## src/rtl/clk_burst_ctrl.sv

```systemverilog
// Burst clock generator: emits 2*count toggles of a divided clock starting and ending at cpol,
// with registered lead/trail edge strobes, busy flag and a completion strobe.
module clk_burst_ctrl #(
    parameter int unsigned DIVW = 8,
    parameter int unsigned CNTW = 6
) (
    input  logic            clk_i,
    input  logic            rst,
    input  logic            start,
    input  logic            abort,
    input  logic [DIVW-1:0] half_div,
    input  logic [CNTW-1:0] count,
    input  logic            cpol,
    output logic            clk_o,
    output logic            lead_o,
    output logic            trail_o,
    output logic            busy,
    output logic            done
);

    typedef enum logic [0:0] {StIdle, StRun} state_e;

    localparam logic [DIVW-1:0] DivOne = DIVW'(1);
    localparam logic [CNTW:0]   RemOne = (CNTW + 1)'(1);

    state_e          state_q, state_d;
    logic [DIVW-1:0] hd_q, hd_d;
    logic [DIVW-1:0] div_q, div_d;
    logic [CNTW:0]   rem_q, rem_d;
    logic            pol_q, pol_d;
    logic            clk_q, clk_d;
    logic            lead_q, lead_d;
    logic            trail_q, trail_d;
    logic            busy_q, busy_d;
    logic            done_q, done_d;
    logic            toggle;

    always_comb begin
        state_d = state_q;
        hd_d    = hd_q;
        div_d   = div_q;
        rem_d   = rem_q;
        pol_d   = pol_q;
        clk_d   = clk_q;
        lead_d  = 1'b0;
        trail_d = 1'b0;
        busy_d  = busy_q;
        done_d  = 1'b0;
        toggle  = 1'b0;

        unique case (state_q)
            StIdle: begin
                clk_d  = cpol;
                busy_d = 1'b0;
                // abort wins over a simultaneous start
                if (start && !abort) begin
                    if (count == '0) begin
                        done_d = 1'b1;
                    end else begin
                        state_d = StRun;
                        hd_d    = (half_div == '0) ? DivOne : half_div;
                        pol_d   = cpol;
                        div_d   = '0;
                        rem_d   = {count, 1'b0};
                        busy_d  = 1'b1;
                    end
                end
            end
            StRun: begin
                if (abort) begin
                    state_d = StIdle;
                    clk_d   = pol_q;
                    busy_d  = 1'b0;
                    div_d   = '0;
                    rem_d   = '0;
                end else begin
                    toggle = (div_q == hd_q - DivOne);
                    if (toggle) begin
                        div_d   = '0;
                        clk_d   = ~clk_q;
                        lead_d  = (~clk_q != pol_q);
                        trail_d = (~clk_q == pol_q);
                        rem_d   = rem_q - RemOne;
                        if (rem_q == RemOne) begin
                            state_d = StIdle;
                            done_d  = 1'b1;
                            busy_d  = 1'b0;
                        end
                    end else begin
                        div_d = div_q + DivOne;
                    end
                end
            end
            default: state_d = StIdle;
        endcase
    end

    always_ff @(posedge clk_i or posedge rst) begin
        if (rst) begin
            state_q <= StIdle;
            hd_q    <= '0;
            div_q   <= '0;
            rem_q   <= '0;
            pol_q   <= 1'b0;
            clk_q   <= 1'b0;
            lead_q  <= 1'b0;
            trail_q <= 1'b0;
            busy_q  <= 1'b0;
            done_q  <= 1'b0;
        end else begin
            state_q <= state_d;
            hd_q    <= hd_d;
            div_q   <= div_d;
            rem_q   <= rem_d;
            pol_q   <= pol_d;
            clk_q   <= clk_d;
            lead_q  <= lead_d;
            trail_q <= trail_d;
            busy_q  <= busy_d;
            done_q  <= done_d;
        end
    end

    assign clk_o   = clk_q;
    assign lead_o  = lead_q;
    assign trail_o = trail_q;
    assign busy    = busy_q;
    assign done    = done_q;

endmodule

```

## config.mk

```make
export PLATFORM = sky130hd
export DESIGN_NAME = clk_burst_ctrl
export DESIGN_NICKNAME = d
export VERILOG_FILES = /design/src/rtl/clk_burst_ctrl.sv
export SDC_FILE = /design/constraint.sdc
export NUM_CORES = 1
export LEC_CHECK = 0
export CAP_MARGIN = 0
export CELL_PAD_IN_SITES_DETAIL_PLACEMENT = 0
export CELL_PAD_IN_SITES_GLOBAL_PLACEMENT = 2
export CORE_MARGIN = 1.5
export CORE_UTILIZATION = 31
export CTS_BUF_LIST = sky130_fd_sc_hd__clkbuf_16
export DETAILED_ROUTE_END_ITERATION = 6
export GPL_TIMING_DRIVEN = 0
export PLACE_DENSITY_LB_ADDON = 0.25
export SYNTH_ARGS = -nofsm -noshare
export SYNTH_HDL_FRONTEND = slang
export SYNTH_SLANG_ARGS = --single-unit
```

## constraint.sdc

```tcl
create_clock -name clk_i -period 2.1 [get_ports clk_i]
set_clock_uncertainty 0.15 [all_clocks]
set_input_delay 0.315 -clock clk_i [delete_from_list [all_inputs] [get_ports clk_i]]
set_output_delay 0.315 -clock clk_i [all_outputs]
set_load 0.03 [all_outputs]
```

# ---- Word level (Yosys, flattened, before mapping)
# Cells that the tools add are included.
dict set report op_classes {
  n_bitwise 3
  eq_ne 8
  n_addsub 3
  mux 36
  reduce_logical 8
}
# cell n
set ops {}
lappend ops {{8-bit 2-to-1 mux} 5}
lappend ops {{7-bit 2-to-1 mux} 4}
lappend ops {{1-bit 2-to-1 mux} 21}
lappend ops {{8-bit one-hot mux with 2 select lines} 1}
lappend ops {{7-bit one-hot mux with 2 select lines} 1}
lappend ops {{8-bit by 1-bit adder with 8-bit output (second input constant)} 1}
lappend ops {{8-bit == test} 1}
lappend ops {{8-bit logical NOT} 1}
lappend ops {{1-bit one-hot mux with 2 select lines} 4}
lappend ops {{8-bit by 1-bit subtractor with 8-bit output (second input constant)} 1}
lappend ops {{7-bit by 1-bit == test with 1-bit output (second input constant)} 1}
lappend ops {{7-bit by 1-bit subtractor with 7-bit output (second input constant)} 1}
lappend ops {{6-bit logical NOT} 1}
lappend ops {{3-bit by 2-bit != test with 1-bit output (second input constant)} 2}
lappend ops {{3-bit AND reduction} 2}
lappend ops {{2-bit != test (second input constant)} 2}
lappend ops {{2-bit AND reduction} 2}
lappend ops {{1-bit inverter} 3}
lappend ops {{1-bit == test} 1}
lappend ops {{1-bit logical AND} 1}
lappend ops {{1-bit logical NOT} 1}
lappend ops {{1-bit != test} 1}
dict set report totals {
  output_inout_bits 5
  ff_bits 30
  wordCells 68
}

# ---- Depth between registers and ports, before layout
# Gate-level depths: netlist (run 1).
dict set report depth {
  word_depth 5
  depth_mapped 9
  ltp_nobuf 8
}

# ---- Least setup slack after synthesis (run 1)
# No wires, ideal clock.
dict set report synth_path {
  path_type {reg-to-reg}
  startpoint {reg hd_q[0]}
  endpoint {reg div_q[6]}
  arrival_time_ps 2075
  stages_incl_launch_ff 9
  path_buffers 0
  required_time_ps 1863
  path_slack_ps -212
  cell_sequence {dfrtp_1 inv_1 ha_1 or3b_1 or3_1 nand3_1 a2111oi_2 or4_1 o211ai_1}
}
dict set report synth_via {
  elab_chain_len 5
}
# element line_no
set synth_lines {}
lappend synth_lines {{start, declared} 27} ;# logic [DIVW-1:0] hd_q, hd_d;
lappend synth_lines {{start signal, assigned} 101} ;# hd_q <= '0;
lappend synth_lines {{start signal, assigned} 112} ;# hd_q <= hd_d;
lappend synth_lines {{8-bit by 1-bit subtractor with 8-bit output} 77} ;# toggle = (div_q == hd_q - DivOne);
lappend synth_lines {{8-bit == test} 77}
lappend synth_lines {{8-bit 2-to-1 mux} 78} ;# if (toggle) begin
lappend synth_lines {{8-bit 2-to-1 mux} 70} ;# if (abort) begin
lappend synth_lines {{8-bit one-hot mux with 2 select lines} 51} ;# unique case (state_q)
lappend synth_lines {{end signal, assigned} 113} ;# div_q <= div_d;
lappend synth_lines {{end, declared} 28} ;# logic [DIVW-1:0] div_q, div_d;
# Every way passes these cells.
# A chain may end at the register's enable or synchronous reset.

# ---- Worst setup path in the final report (run 1)
dict set report layout_path {
  startpoint {reg hd_q[0]}
  endpoint {reg rem_q[5]}
}
dict set report layout_via {
  elab_chain_len 4
}
# element line_no
set layout_lines {}
lappend layout_lines {{8-bit by 1-bit subtractor with 8-bit output} 77}
lappend layout_lines {{8-bit == test} 77}
lappend layout_lines {{3-bit by 2-bit != test with 1-bit output (no source line)} -}
lappend layout_lines {{3-bit AND reduction (no source line)} -}
lappend layout_lines {{end signal, assigned} 114} ;# rem_q <= rem_d;
lappend layout_lines {{end, declared} 29} ;# logic [CNTW:0] rem_q, rem_d;
# Every way passes these cells.

==> impl_metrics.tcl, run 1 <==
set metrics [dict create \
    clk_pin_slew_ns 0.05 \
    crit_required_ns 2.10 \
    drc 0 \
    via_per_inst 5.37 \
    die_y_um 77.9 \
    fillers 554 \
    cts_buffers 5 \
    core-area_um2 5470 \
    start_util_pct 31.8 \
    place_congestion 0.846 \
    timing.hold.ws_ns 0.368 \
    routed_wl_mm 4.69 \
    power.total_uw 2030 \
    ys_types 49 \
    ys_ff_latch 30 \
    drive_gt1_share_pct 25.2 \
    die-area_um2 6070 \
    syn_to_final_growth_pct 39.3 \
    grtUsageTotal_pct 16.4 \
    synthFlopType "dfrtp_1" \
    drt_iter0_drc 62 \
    top_regs "div_q: 8 flops, hd_q: 8 flops, rem_q: 7 flops" \
    hold_buffers 0 \
    path_class "register to register" \
    worst_setup_path_start_kind "register" \
    cellLeakagePower_uw 0.000955 \
    multi_input_area_um2 1080 \
    wl_per_cell_um 16.2 \
    rsz0062_at_grt "yes" \
    hold_class "register to register" \
    num_io_pins 24 \
    synthCells 179 \
    critPathMaxFanout 4 \
    finalSetupViolCount 21 \
    p_per_area_nw_per_um2 839 \
    synthSimpleGateAreaFrac_pct 22.4 \
    synth-compound-area-share_pct 16.8 \
    path_buf_inv 2 \
    ys_async_sr_fraction_pct 100 \
    dp_hpwl_mm 3.27 \
    cp_slowest_stage_delay_ns 0.53 \
    crit_path_cell_trace "buf_6 > or4_4 > nor3_4 > nor2_2 > a2111oi_4 > buf_4 > and4_1 > o22ai_2" \
    reg2reg_slack_ns -0.32 \
    min_period_ns 2.42 \
    cts-htree-levels 2 \
    io_buffers 23 \
    timing.final.hold_violations 0 \
    cts.sink_count 30 \
    status "finished with violations" \
    synthMuxAreaShare_pct 5.10 \
    ant_nets 0 \
    grt_max_degree 31 \
    overflow 0 \
    synth_area_um2 1740 \
    dr.pass1.iters 4 \
    ir_drop_mv 0.415 \
    cts_tree "built" \
    slew_violations 0 \
    relSlewSlack_pct 23.2 \
    die_x_um 77.9 \
    crit_arrival_ns 2.41 \
    setup_ws_ns -0.317 \
    yosysSeqAreaShare_pct 43.1 \
    seqCellArea_um2 751 \
    diodes 0 \
    yosysWarnings 0 \
    synth_edf_count 0 \
    num_vias 1558 \
    synth_top_family_by_area "simple AND/OR/NAND/NOR gates" \
    drv_cap 0 \
    period_share_pct 115 \
    cts_max_path_buffers 2 \
    syn_area_per_cell_um2 9.72 \
    antenna_found_initial 0 \
    core.rowCount 27 \
    insertion_delay_ns 0.27 \
    cp_slowest_cell "or4_4" \
    ctsRootBufferMaster "clkbuf_16" \
    synth_xor_area_share_pct 6.54 \
    worstMarginPinSlew_ns 1.15 \
    synthAdderAreaFrac_pct 2.88 \
    crit_path_end_kind "register" \
    final_nets 240 \
    grt_pass1_vias 1609 \
    violations "negative setup slack" \
    synth_nets 202 \
    grt_pass1_wl_mm 7.74 \
    fmax_mhz 414 \
    path_delay_family "simple AND/OR/NAND/NOR gates" \
]
-- cell type report --
class | count | area share [%]
Clock inverter | 3 | 0.516
Buffer | 7 | 1.65
Sequential cell | 30 | 31.0
Inverter | 6 | 0.929
Multi-Input combinational cell | 136 | 44.6
Clock buffer | 5 | 5.16
Tap cell | 72 | 3.72
Timing Repair Buffer | 31 | 12.4
-- cell usage after synthesis, drive strengths merged (2+ instances only) --
cell type / instances / share of area (%)
inv: 6 / 1.3
nor4: 4 / 1.4
clkbuf: 5 / 1.1
dfrtp: 30 / 43
or4: 3 / 1.5
xnor2: 6 / 3.0
nand2: 15 / 3.2
nand2b: 4 / 1.4
a32oi: 4 / 2.0
and3: 4 / 1.4
nand3: 6 / 2.0
nand4: 3 / 1.1
xor2: 7 / 3.5
nor3: 7 / 2.3
o21ai: 9 / 3.2
or3: 2 / 0.72
o22ai: 5 / 1.8
o211ai: 2 / 0.86
a31oi: 2 / 0.72
a21oi: 8 / 2.3
buf: 2 / 0.72
and4: 3 / 1.5
nor2: 11 / 2.4
mux2: 7 / 4.5
nand3b: 2 / 0.86
ha: 4 / 2.9
-- worst reg2reg max path, delay by kind of cell (launching register included) --
family	cells	cell delay, ns
and+or+nand+nor	4	0.95
AOI/OAI and AO/OA	2	0.45
DFF	1	0.39
buffers and inverters	2	0.36
-- placed cells by master (no fill, tap or decap), types with 3 or more instances in the layout --
cell type,instances
dfrtp_1,30
clkdlybuf4s50_1,23
nand2_1,14
nor2_1,10
a21oi_1,7
xor2_1,7
mux2_2,7
xnor2_1,6
buf_4,6
inv_1,5
clkbuf_16,5
nand2b_1,4
nor3_1,4
o21ai_2,4
buf_6,4
and3_1,4
a32oi_1,4
clkbuf_1,3
nand4_1,3
nor4_1,3
o22ai_1,3
and4_1,3
nand3_1,3
o21ai_0,3
ha_1,3
-- logic make-up after synthesis --
| logic type | count (synthesis) |
|---|---|
| simple gates | 70 |
| mux | 8 |
| fa+ha+maj | 4 |
| flops | 30 |
| compound gates | 41 |
| buf+inv | 13 |
| xor+xnor | 13 |
-- routing by layer --
metal	wire, um	GRT usage [%]	up-vias
met2	2360	27.7	43
met4	125	8.39	0
met3	149	3.29	12
met5	0	0	-
li1	-	-	748
met1	2060	19.6	755
-- stage by stage --
| stage | worst slack [ns] | area, um^2 | instances | util (%) | setup TNS, ns |
|---|---|---|---|---|---|
| 6_report | -0.317 | 2420 | 290 | 44.3 | -4.66 |
| 5_1_grt | -0.408 | 2420 | 290 | 44.3 | -6.56 |
| 4_1_cts | -0.296 | 2380 | 288 | 43.5 | -4.62 |
| 3_5_place_dp | -0.749 | 2070 | 274 | 37.7 | -12.90 |
| 3_3_place_gp | -0.656 | 2070 | 274 | 37.7 | -11.88 |
| 2_1_floorplan | -0.165 | 1750 | 179 | - | -1.73 |
-- final timing paths --
kind,start,endpoint,cells past startpoint
max,hd_q[0]$_DFFE_PP0P_,rem_q[5]$_DFFE_PP0P_,8
min,busy$_DFFE_PP0P_,busy$_DFFE_PP0P_,1
max reg2reg,hd_q[0]$_DFFE_PP0P_,rem_q[5]$_DFFE_PP0P_,8
min reg2reg,busy$_DFFE_PP0P_,busy$_DFFE_PP0P_,1
max in group asynchronous,rst,div_q[2]$_DFFE_PP0P_,2
min in group asynchronous,rst,lead_o$_DFF_PP0_,2
-- power by group --
part / switching [uW] / internal, uW / total, uW
clock network: 244 / 427 / 671
logic: 317 / 275 / 592
registers: 103 / 668 / 772
total: 664 / 1370 / 2030
-- timing repair --
action,CTS,global route
gates cloned,1,0
setup endpoints to repair,30,25
setup buffers,5,2
pin swaps,14,5
resized for setup,31,9
No activity file was read; power rests on OpenSTA's default activity.
==> run 2, diff against run 1 <==
--- a/config.mk
+++ b/config.mk
@@ -14,6 +14,7 @@
 export DETAILED_ROUTE_END_ITERATION = 6
 export GPL_TIMING_DRIVEN = 0
 export PLACE_DENSITY_LB_ADDON = 0.25
+export SLEW_MARGIN = 40
 export SYNTH_ARGS = -nofsm -noshare
 export SYNTH_HDL_FRONTEND = slang
 export SYNTH_SLANG_ARGS = --single-unit
==> constraint.sdc (replaced) <==
create_clock -name clk_i -period 2.1 [get_ports clk_i]
set_clock_uncertainty 0.15 [all_clocks]
set_input_delay 0.21 -clock clk_i [delete_from_list [all_inputs] [get_ports clk_i]]
set_output_delay 0.21 -clock clk_i [all_outputs]
set_load 0.03 [all_outputs]
==> run 2 against run 1 <==
The run still ends with negative setup slack left; largest cell class unchanged; worst setup slack better by 0.020 ns; power decreased by 0.33%; critical path type unchanged; register-to-register slack improved by 0.02 ns; highest routed layer unchanged; non-clock buffer count stayed put; sequential share of layout area increased by 0.19 points; combinational power fell by 0.8%; die area unchanged; utilization decreased by 0.27 points.
==> impl_metrics.tcl, run 2 (synthesis gave the netlist of run 1 again) <==
set metrics [dict create \
    critPathMaxFanout 5 \
    die_y_um 77.9 \
    routed_wl_mm 4.65 \
    period_share_pct 114 \
    p_switching_uw 659 \
    cts-htree-levels 2 \
    core-area_um2 5470 \
    cts_max_path_buffers 2 \
    p_per_area_nw_per_um2 841 \
    cellLeakagePower_uw 0.000952 \
    fmax_mhz 417 \
    grtUsageTotal_pct 16.4 \
    fillers 556 \
    slew_violations 0 \
    diodes 0 \
    wl_per_cell_um 16.0 \
    start_util_pct 31.8 \
    grt_pass1_vias 1609 \
    cts_tree "built" \
    violations "negative setup slack" \
    timing.hold.ws_ns 0.196 \
    antenna_found_initial 0 \
    place_congestion 0.846 \
    ctsRootBufferMaster "clkbuf_16" \
    relSlewSlack_pct 44.5 \
    worstMarginPinSlew_ns 0.830 \
    placed_cell_area_um2 2070 \
    status "finished with violations" \
    dp_hpwl_mm 3.27 \
    core.rowCount 27 \
    fin_tns_setup_ns -4.48 \
    grt_max_degree 31 \
    insertion_delay_ns 0.27 \
    power.total_uw 2030 \
    timing.final.hold_violations 0 \
    drv_cap 0 \
    drive_gt1_share_pct 25.2 \
    die_x_um 77.9 \
    layout_common_cells "30 x dfrtp_1, 23 x clkdlybuf4s50_1, 14 x nand2_1" \
    num_io_pins 24 \
    drc 0 \
    switching_share_pct 32.5 \
    power_frac_clock_pct 33.0 \
    seqPwrFrac_pct 38.0 \
    ir_drop_mv 0.412 \
    crit_path_end_kind "register" \
    num_vias 1524 \
    dr.pass1.iters 4 \
    rsz0062_at_grt "yes" \
    setup_ws_ns -0.297 \
    ant_nets 0 \
    cts.sink_count 30 \
    comb_power_share_pct 28.9 \
    final_nets 240 \
    finalSetupViolCount 21 \
    hold_class "primary input to asynchronous set/reset pin" \
    worst_setup_path_start_kind "register" \
    via_per_inst 5.26 \
    crit_arrival_ns 2.39 \
    syn_to_final_growth_pct 38.5 \
    mostFrequentLayoutCell "dfrtp_1" \
    overflow 0 \
    drt_iter0_drc 56 \
    intPower_uw 1370 \
    die-area_um2 6070 \
    top_regs "div_q: 8 flops, hd_q: 8 flops, rem_q: 7 flops" \
    design_area_um2 2410 \
    grt_pass1_wl_mm 7.74 \
    crit_required_ns 2.10 \
    cts_buffers 5 \
    clk_pin_slew_ns 0.05 \
    path_class "register to register" \
    io_buffers 23 \
    min_period_ns 2.40 \
]
[run 2: critical path, cell delays in order, from the launching register on]
cell and delay [ns]:
dfrtp_1 0.39, buf_6 0.12, or4_4 0.53, nor3_4 0.15, nor2_2 0.07, a2111oi_4 0.37, buf_6 0.20, and4_1 0.22
o22ai_2 0.07
[run 2: timing repair]
action,4_1_cts,5_1_grt
setup endpoints to repair,27,25
hold buffers,0,0
setup buffers,5,2
cloned,1,0
pin swaps,14,5
gates resized for setup,30,4
[run 2: power by group through the flow]
stage	clock, uW	sequential [uW]	combinational (uW)
3_5_place_dp	0	779	487
4_1_cts	687	771	570
5_1_grt	728	789	644
2_1_floorplan	0	760	347
3_3_place_gp	0	775	474
6_report	669	772	587
[run 2: per-stage QoR]
| step | setup slack [ns] | std cells | util [%] |
|---|---|---|---|
| final | -0.297 | 290 | 44.0 |
| after floorplan | -0.165 | 179 | - |
| after global routing | -0.415 | 290 | 44.0 |
| after CTS | -0.296 | 288 | 43.3 |
| after global placement | -0.551 | 274 | 37.7 |
| after detailed placement | -0.644 | 274 | 37.7 |
[run 2: final cells by class]
cell class	instances	area (um^2)	area share (%)
multi-input combinational	136	1070	44.4
inverter	6	22.5	0.935
buffer	7	37.5	1.56
tap	72	90.1	3.74
sequential	30	751	31.2
timing repair buffer	31	302	12.5
clock buffer	5	125	5.19
clock inverter	3	12.5	0.519
[run 2: path summary, 6_finish.rpt]
check | cells past startpoint | slack (ns) | startpoint | to
worst max-delay path | 8 | -0.30 | hd_q[0]$_DFFE_PP0P_ | rem_q[6]$_DFFE_PP0P_
worst min-delay path | 2 | 0.20 | rst | lead_o$_DFF_PP0_
worst max register to register | 8 | -0.30 | hd_q[0]$_DFFE_PP0P_ | rem_q[6]$_DFFE_PP0P_
worst min register to register | 1 | 0.37 | busy$_DFFE_PP0P_ | busy$_DFFE_PP0P_
max in group asynchronous | 2 | 1.19 | rst | div_q[2]$_DFFE_PP0P_
min in group clk_i | 1 | 0.37 | busy$_DFFE_PP0P_ | busy$_DFFE_PP0P_
[run 2: routing by layer]
layer | wire [um] | vias up | track usage [%]
met5 | 0 | - | 0
met4 | 112 | 0 | 8.39
met3 | 117 | 10 | 3.29
met2 | 2360 | 28 | 27.7
met1 | 2070 | 741 | 19.6
li1 | - | 745 | -
